<file path="src/rtl/serial_pkg.sv">
// Shared definitions for the serial transmitter and its matching receiver.
// SERIAL_TX_PARITY_EN adds the PARITY state to the frame state machine.
package serial_pkg;

    localparam int   DATA_BITS = 8;
    localparam logic START_BIT = 1'b0;
    localparam logic STOP_BIT  = 1'b1;

    typedef enum logic [2:0] {
        IDLE   = 3'd0,
        START  = 3'd1,
        DATA   = 3'd2,
`ifdef SERIAL_TX_PARITY_EN
        PARITY = 3'd3,
`endif
        STOP   = 3'd4
    } state_e;

endpackage

</file>
<file path="src/rtl/baud_tick.sv">
// Bit-period counter: counts 0..CLKS_PER_BIT-1 and flags the last cycle of each bit.
// clear holds the count at zero so a new frame starts on a clean bit boundary.
module baud_tick #(
    parameter int unsigned CLKS_PER_BIT = 4
) (
    input  logic clk,
    input  logic rst,
    input  logic clear,
    output logic tick
);

    localparam logic [7:0] LAST = 8'(CLKS_PER_BIT - 1);

    logic [7:0] cnt_q;
    logic [7:0] cnt_d;

    always_comb begin
        cnt_d = cnt_q + 8'd1;
        if (clear || tick) cnt_d = '0;
    end

    always_ff @(posedge clk) begin
        if (rst) cnt_q <= '0;
        else     cnt_q <= cnt_d;
    end

    assign tick = (cnt_q == LAST);

endmodule

</file>
<file path="src/rtl/serial_tx.sv">
// UART-style serial transmitter: start bit, 8 data bits LSB first, stop bit.
// Define SERIAL_TX_PARITY_EN to insert an even-parity bit before the stop bit.
module serial_tx
    import serial_pkg::*;
#(
    parameter int unsigned CLKS_PER_BIT = 4
) (
    input  logic       clk,
    input  logic       rst,
    input  logic [7:0] tx_data,
    input  logic       tx_valid,
    output logic       tx_ready,
    output logic       tx,
    output logic       busy,
    output logic       tx_done,
    output state_e     dbg_state
);

    localparam logic [2:0] LAST_BIT = 3'(DATA_BITS - 1);

    state_e                 state_q;
    logic [2:0]             bit_cnt_q;
    logic [DATA_BITS-1:0]   shift_q;
    logic                   tx_q;
    logic                   tick;
    logic                   baud_clear;
`ifdef SERIAL_TX_PARITY_EN
    logic                   parity_q;
`endif

    // Counter idles at zero so the first start-bit cycle is count 0.
    assign baud_clear = (state_q == IDLE);

    baud_tick #(.CLKS_PER_BIT(CLKS_PER_BIT)) u_baud_tick (
        .clk   (clk),
        .rst   (rst),
        .clear (baud_clear),
        .tick  (tick)
    );

    always_ff @(posedge clk) begin
        if (rst) begin
            state_q   <= IDLE;
            bit_cnt_q <= '0;
            shift_q   <= '0;
            tx_q      <= STOP_BIT;
`ifdef SERIAL_TX_PARITY_EN
            parity_q  <= 1'b0;
`endif
        end else begin
            case (state_q)
                IDLE: begin
                    tx_q <= STOP_BIT;
                    if (tx_valid) begin
                        state_q   <= START;
                        shift_q   <= tx_data;
                        bit_cnt_q <= '0;
                        tx_q      <= START_BIT;
`ifdef SERIAL_TX_PARITY_EN
                        parity_q  <= ^tx_data;
`endif
                    end
                end
                START: begin
                    if (tick) begin
                        state_q <= DATA;
                        tx_q    <= shift_q[0];
                        shift_q <= {1'b0, shift_q[DATA_BITS-1:1]};
                    end
                end
                DATA: begin
                    if (tick) begin
                        if (bit_cnt_q == LAST_BIT) begin
                            bit_cnt_q <= '0;
`ifdef SERIAL_TX_PARITY_EN
                            state_q   <= PARITY;
                            tx_q      <= parity_q;
`else
                            state_q   <= STOP;
                            tx_q      <= STOP_BIT;
`endif
                        end else begin
                            bit_cnt_q <= bit_cnt_q + 3'd1;
                            tx_q      <= shift_q[0];
                            shift_q   <= {1'b0, shift_q[DATA_BITS-1:1]};
                        end
                    end
                end
`ifdef SERIAL_TX_PARITY_EN
                PARITY: begin
                    if (tick) begin
                        state_q <= STOP;
                        tx_q    <= STOP_BIT;
                    end
                end
`endif
                STOP: begin
                    if (tick) begin
                        state_q <= IDLE;
                        tx_q    <= STOP_BIT;
                    end
                end
                default: begin
                    state_q <= IDLE;
                    tx_q    <= STOP_BIT;
                end
            endcase
        end
    end

    assign tx_ready  = (state_q == IDLE);
    assign busy      = (state_q != IDLE);
    assign tx_done   = (state_q == STOP) && tick;
    assign tx        = tx_q;
    assign dbg_state = state_q;

endmodule

</file>
<file path="config.mk">
export PLATFORM = sky130hd
export DESIGN_NAME = serial_tx
export DESIGN_NICKNAME = d
export VERILOG_FILES = /design/src/rtl/serial_pkg.sv /design/src/rtl/baud_tick.sv /design/src/rtl/serial_tx.sv
export SDC_FILE = /design/constraint.sdc
export NUM_CORES = 1
export LEC_CHECK = 0
export CORE_ASPECT_RATIO = 1.5
export CORE_MARGIN = 4
export CORE_UTILIZATION = 47
export CTS_CLUSTER_SIZE = 40
export DETAILED_ROUTE_END_ITERATION = 6
export GPL_TIMING_DRIVEN = 0
export PLACE_DENSITY = 0.82
export SLEW_MARGIN = 20
export SYNTH_ARGS = -nofsm -noshare
export SYNTH_HDL_FRONTEND = slang
export SYNTH_SLANG_ARGS = --single-unit
</file>
<file path="constraint.sdc">
create_clock -name clk -period 1.6 [get_ports clk]
set_input_delay 0.32 -clock clk [delete_from_list [all_inputs] [get_ports clk]]
set_output_delay 0.32 -clock clk [all_outputs]
set_load 0.02 [all_outputs]
</file>
Word-level counts from Yosys, hierarchy flattened
Index checks and enable logic that the tools add are counted.
- $add $sub $neg: 2
- $mul: 0
- div/mod/pow operators: 0
- order comparisons: 0
- equal/unequal tests: 11
- shift operators: 0
- multiplexer cells: 21
- bitwise operators: 0
- reductions and logical operators: 11
- operators with widths (kind ; count):
    $mux 8 ; 4
    $mux 3 ; 8
    $pmux 8 s3 ; 1
    $ne 2x2->1 const B ; 6
    $pmux 3 s4 ; 1
    $reduce_and 5->1 ; 2
    $add 8x1->8 const B ; 1
    $eq 8x2->1 const B ; 1
    $eq 3x3->1 const B ; 2
    $pmux 3 s2 ; 1
    $reduce_and 3->1 ; 2
    $reduce_bool 3->1 ; 2
    $mux 1 ; 5
    $pmux 1 s4 ; 1
    $add 3x1->3 const B ; 1
    $eq 3x1->1 const B ; 1
    $eq 3x2->1 const B ; 1
    $logic_not 3->1 ; 1
    $reduce_bool 2->1 ; 1
    $reduce_or 2->1 ; 1
    $logic_and 1x1->1 ; 1
    $logic_or 1x1->1 ; 1
- bits in registers: 23
- bits in latches: 0
- bits in writable memories: 0
- memory bits (read-only): 0
- input bits: 11
- output and inout bits: 7
- word-level logic and storage cells: 50
- memories: 0

Logic depth before layout (Yosys ltp)
- depth after elaboration: 4
- gate-level depth with buffers: 7
- gate-level depth less buffers: 6

By module
Synthesis repeated with hierarchy kept, for this count alone.
- cell total of the unflattened synthesis: 121
- area, all modules: 1169.9 um^2
- modules (own cells, without submodules) (module ; times used ; cells an instance ; area an instance (um^2) ; sequential area each (um^2)):
    serial_tx ; 1 ; 84 ; 819.5 ; 300.3
    baud_tick ; 1 ; 37 ; 350.3 ; 160.2

Least setup slack after synthesis
Ideal clock, no wire load.
- kind: register to output
- start point: register u_baud_tick.cnt_q[0]
- end point: output port tx_done
- arrival: 1.715 ns
- data required time: 1.280 ns
- slack: -0.435 ns
- stages on the path, launching flop included: 5
- buffers on the path: 0
- cells stage by stage: dfxtp_1 > ha_1 > nor3b_1 > nand2_1 > nor4_1
- word-level cells in the longest chain between the ends: 2
- RTL lines (element ; RTL line ; RTL):
    from (decl) ; baud_tick.sv:14 ; logic [7:0] cnt_q;
    from (signal assigned) ; baud_tick.sv:24 ; else cnt_q <= cnt_d;
    $eq 8x2->1 ; baud_tick.sv:27 ; assign tick = (cnt_q == LAST);
    $logic_and 1x1->1 ; serial_tx.sv:113 ; assign tx_done = (state_q == STOP) && tick;
    to (decl) ; serial_tx.sv:15 ; output logic tx_done,
No other way between the ends.

Worst setup path in the final report
- start point: register u_baud_tick.cnt_q[6]
- end point: output port tx_done
The elaborated chain is that of the path after synthesis.

==> results.yml <==
outcome:
  outcome: "finished with violations"
  violations: "negative setup slack"
setup_path:
  critPathMaxStageDelay_ns: 0.38
  cp_data_required_time_ns: 1.28
  critPathCaptureType: "output pin"
  cp_slowest_cell: "dfxtp_1"
  crit_type: "reg -> out"
  cp_top_family: "simple AND/OR/NAND/NOR gates"
  critPathLaunchType: "flop"
  critPathBufInv: 1
  cp_cell_sequence: "nor4_4, nand2_2, nor4_4, buf_4"
  cp_common_cell: "nor4_4"
  cp.arrival_ns: 1.46
  cp_max_fo: 3
pwr:
  power_density_mw_per_mm2: 703.5
  ir_drop_mv: 0.6672
  p_leak_nw: 0.6397
grt:
  use_met1_pct: 18.38
  grt_max_degree: 14
  antenna_found_initial: 0
  grtUsageTotal_pct: 18.10
  grt.busiest_layer: "met2"
  groute.layer.met3.usage_pct: 2.581
  globalRouteMet2Util_pct: 36.11
  grt_pass1_vias: 1125
  overflow: 0
  grt_pass1_wl_um: 4816
cts:
  cts_max_level: 1
  cts_max_path_buffers: 2
  numCtsBuffers: 3
  cts-hold-fix-buffers: 0
  clkLatencyLatePin_ns: 0.31
  cts_root_buf: "clkbuf_4"
  cts_tree: "done"
  cts_sinks: 23
  cts.clk_slew.worst_paths_ns: 0.13
placement:
  place_area_sq_mm: 0.001395
  dp_hpwl_um: 1810
  place.gp.congestion: 0.7295
  port_buffers: 16
  dpl.cell_count: 164
die:
  num_rows: 21
  ios: 18
  die_y_um: 68.51
  die_x_um: 48.34
  initial_core_util_pct: 50.19
  dieArea_sq_mm: 0.003312
  coreArea_sq_mm: 0.002286
drt:
  wire_per_inst_um: 16.09
  drt_iter0_drc: 47
  via_per_inst: 6.059
  vias: 1121
  dr.pass1.iters: 4
  drc: 0
  wl_um: 2976
  final_antenna_net_count: 0
final_layout:
  final_area_sq_mm: 0.001655
  drive_gt1_share_pct: 35.80
  areaGrowthSynthToFinish_pct: 44.28
  layoutNonFillerInstCount: 185
  n_antenna_cell: 0
  nNetsFinal: 177
logic_synthesis:
  synth.top_cell.area_share_pct: 40.13
  synthesis.nets: 139
  yosysTopAreaCell: "dfxtp_1"
  syn-cell-area_sq_mm: 0.001147
  ys_top_cells_by_area: "dfxtp_1 (40%), mux2i_1 (7.0%), a211oi_1 (5.9%)"
  synth_edf_count: 0
  yosys-top-cells-count: "dfxtp_1 (23), a21oi_1 (11), nand3_1 (11), nor2_1 (11), a211oi_1 (9)"
  seq_area_frac_synth_pct: 40.13
  syn-instance-count: 125
  ys_seq_elements: 23
  avgSynthCellArea_sq_um: 9.179
  synthFlopType: "dfxtp_1"
  yosys.cell_count.top_type: "dfxtp_1"
  synth_cell_types: 32
  async_flop_share_pct: 0
  yosys_warnings: 0
timing:
  fin_crit_sh_pct: 111.4
  max_slew_margin_pct: 56.52
  drv_slew: 0
  worst_slack_ns: -0.1830
  final_hold_viol_count: 0
  worstMarginPinSlew_ns: 0.6523
  setup_violations: 11
  fmax_mhz: 560.8
  rsz0062_at_grt: "true"
  skew_ns: 0.006042
  fin_crit_ns: 1.783
flow_run:
  cap_violations: 0
hold_path:
  hp-class: "in -> reg"
state kept, by name, indices dropped and copies added (netlist names):
name	cells
u_baud_tick.cnt_q	8
tx	1
dbg_state	3
shift_q	8
bit_cnt_q	3
placed cells by master, fill, tap and decap left out, types with 4 or more instances in the layout:
master and n:
nand4_1 4, dlygate4sd2_1 4, dfxtp_1 16, nand3_1 11, clkdlybuf4s50_1 9, a211oi_2 8
a21oi_1 11, and3_1 4, mux2i_1 8, buf_6 10, xor2_1 5, nor2_1 11
buf_4 15, dfxtp_2 6
logic make-up after synthesis:
family | synth area share [%]
AND/OR/NAND/NOR | 22.03
AO/OA/AOI/OAI | 16.03
flip-flops | 40.13
buffers and inverters | 5.453
XOR/XNOR | 6.107
multiplexers | 6.980
adder cells (fa/ha/maj) | 3.272
power breakdown:
part	internal [mW]	switching (mW)	total [mW]
logic	0.133	0.134	0.267
clock network	0.0934	0.186	0.279
registers	0.602	0.0175	0.619
worst reg2reg max path, cell delays in order, from the launching register on:
cell,delay [ns]
dfxtp_2,0.36
ha_4,0.16
ha_4,0.15
or3b_4,0.38
a21oi_4,0.24
and2_4,0.26
a211oi_2,0.09
layer usage:
layer / part of all wire [%] / vias to the layer above / wire length [um]
li1: - / 528 / -
met1: 39 / 539 / 1148
met2: 54 / 46 / 1593
met3: 5.7 / 8 / 171
met4: 2.1 / 0 / 63
met5: 0 / - / 0
per-stage QoR:
| step | hold slack (ns) | power, mW | worst slack, ns | TNS (ns) | util [%] |
|---|---|---|---|---|---|
| CTS | 0.4291 | 1.133 | -0.1751 | -1.393 | 70.22 |
| global route | 0.4834 | 1.210 | -0.2828 | -2.365 | 72.41 |
| floorplan | 0.4373 | 0.7653 | -0.09494 | -0.6936 | - |
| finish | 0.4818 | 1.165 | -0.1830 | -1.458 | 72.41 |
| detailed placement | 0.4681 | 0.8366 | -0.7106 | -3.564 | 61.03 |
| global placement | 0.4576 | 0.8293 | -0.6766 | -2.799 | 61.03 |
repair_timing:
action,4_1_cts,5_1_grt
setup buffers,15,3
gates resized for setup,40,10
pin swaps,11,12
endpoints found under the setup margin,25,15
layout make-up:
cell class / instances / area, sq um
multi-input cells: 92 / 758.2
fillers: 173 / 630.6
plain buffers: 6 / 52.55
repair buffers: 34 / 305.3
flip-flops and latches: 23 / 471.7
clock buffers: 3 / 22.52
well taps: 23 / 28.78
inverters: 3 / 11.26
clock inverters: 1 / 5.005
path summary, 6_finish.rpt:
check	startpoint	end	slack (ns)	cells past startpoint
setup reg to reg	bit_cnt_q[0]$_SDFFE_PP0P_	shift_q[0]$_SDFFE_PP0P_	-0.18	6
hold reg to reg	bit_cnt_q[1]$_SDFFE_PP0P_	bit_cnt_q[1]$_SDFFE_PP0P_	0.50	2
setup / recovery	u_baud_tick.cnt_q[6]$_SDFF_PP0_	tx_done	-0.18	4
hold / removal	rst	shift_q[2]$_SDFFE_PP0P_	0.48	2
(Power assumes the default switching activity.)
